## config.mk

```make
export PLATFORM = sky130hd
export DESIGN_NAME = cdc_fifo_gray_dst_ext
export DESIGN_NICKNAME = d
export VERILOG_FILES = /design/src/rtl/cdc_fifo_gray_dst_ext.sv
export SDC_FILE = /design/constraint.sdc
export NUM_CORES = 1
export LEC_CHECK = 0
export CORE_ASPECT_RATIO = 2
export CORE_MARGIN = 2
export CORE_UTILIZATION = 23
export DETAILED_ROUTE_END_ITERATION = 10
export PLACE_DENSITY_LB_ADDON = 0.3
export SYNTH_ARGS = -nofsm -noshare
export SYNTH_HDL_FRONTEND = slang
export SYNTH_SLANG_ARGS = --single-unit
```

## constraint.sdc

```tcl
create_clock -name dst_clk_i -period 2.4 [get_ports dst_clk_i]
set_clock_uncertainty 0.05 [all_clocks]
set_input_delay 0.72 -clock dst_clk_i [delete_from_list [all_inputs] [get_ports dst_clk_i]]
set_output_delay 0.72 -clock dst_clk_i [all_outputs]
set_load 0.005 [all_outputs]
```

## src/rtl/cdc_fifo_gray_dst_ext.sv

```systemverilog
// Destination half of a gray-pointer CDC FIFO: synchronises the remote write pointer,
// serves entries on a valid/ready port, reports fill level and supports a synchronous flush.
module cdc_fifo_gray_dst_ext #(
   parameter int DataWidth  = 32,
   parameter int LogDepth   = 2,
   parameter int SyncStages = 2,
   parameter int OutputReg  = 0
) (
   input  logic                                  dst_clk_i,
   input  logic                                  dst_rst_ni,
   input  logic [2**LogDepth-1:0][DataWidth-1:0] async_data_i,
   input  logic [LogDepth:0]                     async_wptr_i,
   output logic [LogDepth:0]                     async_rptr_o,
   output logic [DataWidth-1:0]                  dst_data_o,
   output logic                                  dst_valid_o,
   input  logic                                  dst_ready_i,
   output logic [LogDepth:0]                     dst_fill_o,
   output logic                                  dst_empty_o,
   input  logic                                  dst_flush_i
);

   localparam int PtrW = LogDepth + 1;
   typedef logic [PtrW-1:0] ptr_t;

   function automatic ptr_t bin2gray(input ptr_t b);
      return b ^ (b >> 1);
   endfunction

   function automatic ptr_t gray2bin(input ptr_t g);
      ptr_t b;
      b[PtrW-1] = g[PtrW-1];
      for (int i = PtrW - 2; i >= 0; i--) begin
         b[i] = b[i+1] ^ g[i];
      end
      return b;
   endfunction

   ptr_t                 r_wptr_sync [SyncStages];
   ptr_t                 r_rptr_b;
   ptr_t                 r_rptr_g;
   ptr_t                 w_wptr_g;
   ptr_t                 w_wptr_b;
   ptr_t                 w_fifo_cnt;
   ptr_t                 w_rptr_next;
   logic                 w_fifo_empty;
   logic                 w_pop;
   logic [DataWidth-1:0] w_head;

   // Write-pointer synchroniser: stage 0 is the only flop fed from the source domain
   always_ff @(posedge dst_clk_i or negedge dst_rst_ni) begin
      if (!dst_rst_ni) begin
         for (int i = 0; i < SyncStages; i++) begin
            r_wptr_sync[i] <= '0;
         end
      end else begin
         r_wptr_sync[0] <= async_wptr_i;
         for (int i = 1; i < SyncStages; i++) begin
            r_wptr_sync[i] <= r_wptr_sync[i-1];
         end
      end
   end

   assign w_wptr_g     = r_wptr_sync[SyncStages-1];
   assign w_wptr_b     = gray2bin(w_wptr_g);
   assign w_fifo_empty = (w_wptr_g == bin2gray(r_rptr_b));
   assign w_fifo_cnt   = w_wptr_b - r_rptr_b;
   assign w_head       = async_data_i[r_rptr_b[LogDepth-1:0]];

   // Flush jumps to the synchronised write pointer and overrides any pop
   assign w_rptr_next = dst_flush_i ? w_wptr_b : (r_rptr_b + ptr_t'(w_pop));

   always_ff @(posedge dst_clk_i or negedge dst_rst_ni) begin
      if (!dst_rst_ni) begin
         r_rptr_b <= '0;
         r_rptr_g <= '0;
      end else begin
         r_rptr_b <= w_rptr_next;
         r_rptr_g <= bin2gray(w_rptr_next);
      end
   end

   assign async_rptr_o = r_rptr_g;
   assign dst_empty_o  = (dst_fill_o == '0);

   generate
      if (OutputReg != 0) begin : g_oreg
         logic [DataWidth-1:0] r_oreg;
         logic                 r_ovalid;

         assign w_pop = !w_fifo_empty && (!r_ovalid || dst_ready_i) && !dst_flush_i;

         // Spill slot: refills in the same cycle it is consumed for full throughput
         always_ff @(posedge dst_clk_i or negedge dst_rst_ni) begin
            if (!dst_rst_ni) begin
               r_oreg   <= '0;
               r_ovalid <= 1'b0;
            end else if (dst_flush_i) begin
               r_ovalid <= 1'b0;
            end else if (w_pop) begin
               r_oreg   <= w_head;
               r_ovalid <= 1'b1;
            end else if (dst_ready_i) begin
               r_ovalid <= 1'b0;
            end
         end

         assign dst_valid_o = r_ovalid;
         assign dst_data_o  = r_oreg;
         assign dst_fill_o  = w_fifo_cnt + ptr_t'(r_ovalid);
      end else begin : g_noreg
         assign dst_valid_o = !w_fifo_empty && !dst_flush_i;
         assign w_pop       = dst_valid_o && dst_ready_i;
         assign dst_data_o  = w_head;
         assign dst_fill_o  = w_fifo_cnt;
      end
   endgenerate

endmodule

```

==> impl_metrics.toml, run 1 <==
[floorplanning]
total_die_area_mm2 = 0.00640
num_rows = 39
initial_util_pct = 23.5
core_area_mm2 = 0.00561
ios = 175
die_width_um = 57.6
die-height_um = 111

[status]
violations = "negative setup slack"
status = "finished with violations"

[worst_setup_path]
regToRegSetupSlack_ns = -0.11
slowest_stage = "dfrtp_1"
worst-endpoint-arrival_ns = 2.14
ordered_cell_list_for_the_critical_path = "xor2_2 > xnor2_2 > ha_4 > inv_2 > fa_2 > xor2_1 > xnor2_1 > nor3_1 > buf_2"
critical_path.max_fanout = 2
reg2reg_depth = 11
sort_of_element_at_the_start_of_the_critical_path = "flip-flop"
critPathMaxStageDelay_ns = 0.40
critical_path_required_ns = 1.63
worst_r2r_endpoint = "async_rptr_o[1]"
worstSetupEndpointType = "output port"
critPathLaunch = "w_wptr_g[1]"
worst_r2r_startpoint = "w_wptr_g[1]"
worstSetupEndpoint = "dst_empty_o"
crit_type = "flip-flop to output port"

[routing]
drt_pre_antenna_iters = 3
drt-wirelength-per-cell_um = 21.2
drt-initial-drc-count = 50
finalWirelength_mm = 7.20
route.detailed.drc = 0
post_route_ant_nets = 0
via_per_inst = 4.97
routed-via-count = 1690

[finish]
drive_gt1_share_pct = 40.6
layout.cells.non_filler = 340
layout.cells.most_common = "dlygate4sd2_1"
fin_util_pct = 59.8
final_cell_mix = "129 x dlygate4sd2_1, 32 x mux4_2, 24 x buf_6, 18 x buf_2, 11 x buf_4"
postLayoutCellArea_mm2 = 0.00336
design.final.nets = 418
area_overhead_vs_synth_pct = 154

[timing]
final_max_slew_viol_count = 0
timing.final.crit_share_pct = 121
slew_headroom_pct = 65.6
hold_viol = 0
worstMarginPinSlew_ns = 0.514
finalSetupViolations = 20
worst_slack_ns = -0.509
min_period_ns = 2.91
achievable-frequency_mhz = 344
grt_setup_unrepaired = "yes"

[yosys]
synth_area_per_cell_um2 = 15.5
synthesis.nets = 224
syn_inst = 85
proportion_of_synthesized_chip_area_in_sequential_cells_pct = 20.8
synthDominantCellAreaShare_pct = 54.5
post_synth_instance_area_mm2 = 0.00132
synth-warning-count = 0
post_synth_top_area_cell = "mux4_2"
post_synth_num_cell_types = 21
main_area_contributors_after_synthesis = "mux4_2 55%, dfrtp_1 21%, xnor2_1 3.3%"
ys_ff_latch = 11

[power_and_ir_drop]
power_leakage_nw = 1.58
overall_power_after_layout_mw = 2.74
powerDensity_mw_per_mm2 = 818
power.ir.vdd_worst_uv = 694

[place]
place_hpwl_mm = 5.59
gp_congestion = 0.803
dp_cell_count = 323
buffer_ports.inserted = 174
dpl-instance-area_mm2 = 0.00321

[clock_network]
cts_sinks = 11
worst_setup_hold_path_clk_slew_ns = 0.04
clk-insertion-delay-late_ns = 0.24
cts_root_buf = "clkbuf_16"
cts.path.max_buffers = 2
htree_levels = 1
cts-buffers-inserted = 3
tritoncts_clock_tree = "done"

[worst_hold_path]
hold_path.startpoint = "r_wptr_sync[4]"
hold_class = "flip-flop to flip-flop"

[grt]
grt_first_pass_wirelength_mm = 10.4
first_global_vias = 1951
total_routing_resource_utilization_after_global_routing_pct = 21.7
grt_overflow_total = 0
grt_start_max_net_pins = 35
antenna_found_initial = 1

[job]
cap_violations = 0
[critical path: cells and delay by family (launching register included)]
kind / cells / cell delay (ns)
simple gates: 1 / 0.14
fa+ha+maj: 2 / 0.50
xor+xnor: 4 / 0.71
flops: 1 / 0.40
buf+inv: 2 / 0.17
[worst min path at each step]
stage | to | cells past startpoint
after CTS | w_wptr_g[1] | 0
after floorplan | w_wptr_g[2] | 0
final | w_wptr_g[1] | 0
after detailed placement | w_wptr_g[1] | 0
after global placement | w_wptr_g[0] | 0
after global routing | w_wptr_g[1] | 0
[layer usage]
metal / global-route usage, % / part of all wire [%] / vias to the layer above / routed length (µm)
met5: 0 / 0 / - / 0
met4: 5.58 / 1.6 / 0 / 116
met3: 11.2 / 17 / 9 / 1200
met2: 37.2 / 50 / 132 / 3630
met1: 22.8 / 31 / 802 / 2250
li1: - / - / 747 / -
[cell type report]
class,instances,area [µm²]
inverter,4,15.0
timing repair buffer,199,1840
fill,512,2260
multi-input combinational,60,1070
tap,61,76.3
clock buffer,4,78.8
antenna,1,2.50
sequential,11,278
[where the power goes]
group	internal, mW	switching, mW
logic	1.39	0.786
clock network	0.223	0.0853
registers	0.225	0.0321
[registers in the layout (all words and copies together), names as in the netlist]
| name | flops |
|---|---|
| w_wptr_g | 3 |
| r_rptr_b | 3 |
| r_wptr_sync | 3 |
| async_rptr_o | 2 |
[metrics by stage]
stage,TNS [ns],setup WS (ns),hold WS (ns)
final,-2.53,-0.509,0.292
after global routing,-4.19,-0.601,0.298
after CTS,-2.43,-0.571,0.293
after detailed placement,-17.91,-0.700,0.285
after global placement,-17.58,-0.694,0.286
after floorplan,-0.315,-0.222,0.281
[synthesized netlist by cell type, drive strengths merged]
master and number:
a21boi 1, and4b 1, buf 7, clkbuf 3
dfrtp 11, fa 1, ha 3, inv 4
mux2 2, mux2i 1, mux4 32, nand2 3
nand4b 2, nor3 1, nor4bb 1, o21ai 2
or4 2, xnor2 5, xor2 3
[kinds of logic (layout without fill, tap and decap cells)]
group	after synthesis	count (layout)	share of synthesized area, %
flops	11	11	20.8
fa+ha+maj	4	4	4.36
compound gates	3	3	1.61
xor+xnor	8	8	5.30
buf+inv	14	207	5.40
simple gates	10	10	5.49
other cells	0	1	0
mux	35	35	57.0
[what timing repair did]
item	CTS	global route
setup endpoints to repair	41	40
gates cloned	3	1
pin swaps	8	12
hold buffers	0	0
resized for setup	310	17
endpoints found under the hold margin	0	0
buffers inserted	6	4
Note: power is estimated with default switching activity, not from simulation.
==> run 2: changes to the inputs <==
--- a/config.mk
+++ b/config.mk
@@ -8,6 +8,7 @@
 export CORE_ASPECT_RATIO = 2
 export CORE_MARGIN = 2
 export CORE_UTILIZATION = 23
+export CTS_BUF_LIST = sky130_fd_sc_hd__clkbuf_4 sky130_fd_sc_hd__clkbuf_8
 export DETAILED_ROUTE_END_ITERATION = 10
 export PLACE_DENSITY_LB_ADDON = 0.3
 export SYNTH_ARGS = -nofsm -noshare
==> run 2 against run 1 <==
Against the previous run:
- the flow still finishes with violations (negative setup slack)
- maximum frequency increased by 0.96%
- critical path type unchanged
- worst setup slack improved by 0.028 ns
- critical path depth stayed put
- register-to-register slack worse by 0.12 ns
- power shrank 0.83%
- flip-flop and latch count stayed put
==> impl_metrics.toml, run 2 (synthesized netlist as in run 1, its figures left out) <==
[place]
buffer_ports.inserted = 174
gp_congestion = 0.803
dpl-instance-area_mm2 = 0.00321
dp_cell_count = 323
place_hpwl_mm = 5.59

[grt]
total_routing_resource_utilization_after_global_routing_pct = 21.6
first_global_vias = 1991
grt_start_max_net_pins = 35
grt_first_pass_wirelength_mm = 10.5
grt_overflow_total = 0
antenna_found_initial = 1

[floorplanning]
die_width_um = 57.6
ios = 175
die-height_um = 111
initial_util_pct = 23.5
core_area_mm2 = 0.00561
num_rows = 39
total_die_area_mm2 = 0.00640

[clock_network]
htree_levels = 1
tritoncts_clock_tree = "done"
holdBufCountCts = 0
worst_setup_hold_path_clk_slew_ns = 0.05
cts_sinks = 11
cts-buffers-inserted = 3
clk-insertion-delay-late_ns = 0.24
cts.path.max_buffers = 2
cts_root_buf = "clkbuf_8"

[finish]
fin_util_pct = 60.5
design.final.nets = 425
final_cell_mix = "129 x dlygate4sd2_1, 32 x mux4_2, 29 x buf_6, 18 x buf_2, 13 x buf_4"
drive_gt1_share_pct = 42.8
layout.cells.non_filler = 347
final.fill_count = 512
area_overhead_vs_synth_pct = 157
multi_input_area_mm2 = 0.00108
layout.cells.most_common = "dlygate4sd2_1"
postLayoutCellArea_mm2 = 0.00339
final-seq-area_um2 = 278

[routing]
routed-via-count = 1723
post_route_ant_nets = 0
drt-wirelength-per-cell_um = 20.4
via_per_inst = 4.97
finalWirelength_mm = 7.09
drt-initial-drc-count = 51
drt_pre_antenna_iters = 4
route.detailed.drc = 0

[worst_setup_path]
critical_path_required_ns = 1.63
critical_path.max_fanout = 2
sort_of_element_at_the_start_of_the_critical_path = "flip-flop"
worst-endpoint-arrival_ns = 2.11
crit_type = "flip-flop to output port"
worstSetupEndpointType = "output port"

[power_and_ir_drop]
overall_power_after_layout_mw = 2.72
power.ir.vdd_worst_uv = 688
power_leakage_nw = 1.61
powerDensity_mw_per_mm2 = 802

[job]
cap_violations = 0

[worst_hold_path]
hold_class = "flip-flop to flip-flop"

[timing]
hold_viol = 0
worst_slack_ns = -0.481
timing.final.crit_share_pct = 120
finalSetupViolations = 35
slew_headroom_pct = 67.0
min_period_ns = 2.88
worstMarginPinSlew_ns = 0.493
final_max_slew_viol_count = 0
grt_setup_unrepaired = "yes"
achievable-frequency_mhz = 347
total_negative_setup_slacks_ns = -5.16

[status]
violations = "negative setup slack"
status = "finished with violations"
run 2: cell types whose count changed in the layout (fill, tap and decap cells not counted), sizes merged:
cell	change
clkbuf	-1
buf	+8
run 2: what timing repair did:
action	in CTS	in global routing
setup buffers	15	5
pin swaps	8	14
gates resized for setup	325	11
gates cloned	3	0
setup endpoints to repair	41	41
run 2: stage by stage:
step           hold slack (ns)  worst slack (ns)
2_1_floorplan            0.281            -0.222
3_3_place_gp             0.286            -0.694
3_5_place_dp             0.285            -0.700
4_1_cts                  0.295            -0.575
5_1_grt                  0.300            -0.613
6_report                 0.295            -0.481
run 2: where the power goes:
| part | internal (mW) | leakage [nW] | total, mW | switching [mW] |
|---|---|---|---|---|
| clock network | 0.128 | 0.0262 | 0.200 | 0.0720 |
| logic | 1.46 | 1.45 | 2.27 | 0.804 |
| registers | 0.225 | 0.127 | 0.254 | 0.0294 |
| total | 1.82 | 1.61 | 2.72 | 0.906 |
run 2: final timing paths:
path / start / end / slack (ns) / depth (start not counted)
setup reg to reg: w_wptr_g[1] / async_rptr_o[1] / -0.23 / 12
hold reg to reg: r_wptr_sync[4] / w_wptr_g[1] / 0.29 / 0
max in group asynchronous: dst_rst_ni / w_wptr_g[2] / 1.18 / 1
setup / recovery: w_wptr_g[1] / dst_empty_o / -0.48 / 9
hold / removal: r_wptr_sync[4] / w_wptr_g[1] / 0.29 / 0
min in group asynchronous: dst_rst_ni / w_wptr_g[0] / 0.76 / 1
run 2: final cells by class:
type / count / share of cell area [%]
timing repair buffer: 206 / 55.8
multi-input combinational: 60 / 31.8
sequential: 11 / 8.19
tap: 61 / 2.25
clock buffer: 4 / 1.44
inverter: 4 / 0.442
antenna: 1 / 0.0737
run 2: metal layers:
| metal | track usage [%] | share of wire (%) |
|---|---|---|
| met1 | 22.8 | 32 |
| met4 | 4.65 | 1.4 |
| met3 | 10.4 | 16 |
| met2 | 37.9 | 51 |
| met5 | 0 | 0 |
run 2: worst max-delay path, cell delays in order (launching register included):
cell and delay, ns:
dfrtp_1 0.40, xor2_2 0.20, xnor2_2 0.21, ha_4 0.16, inv_2 0.03, fa_2 0.33, xor2_1 0.15, xnor2_1 0.13
nor3_1 0.12, buf_2 0.13
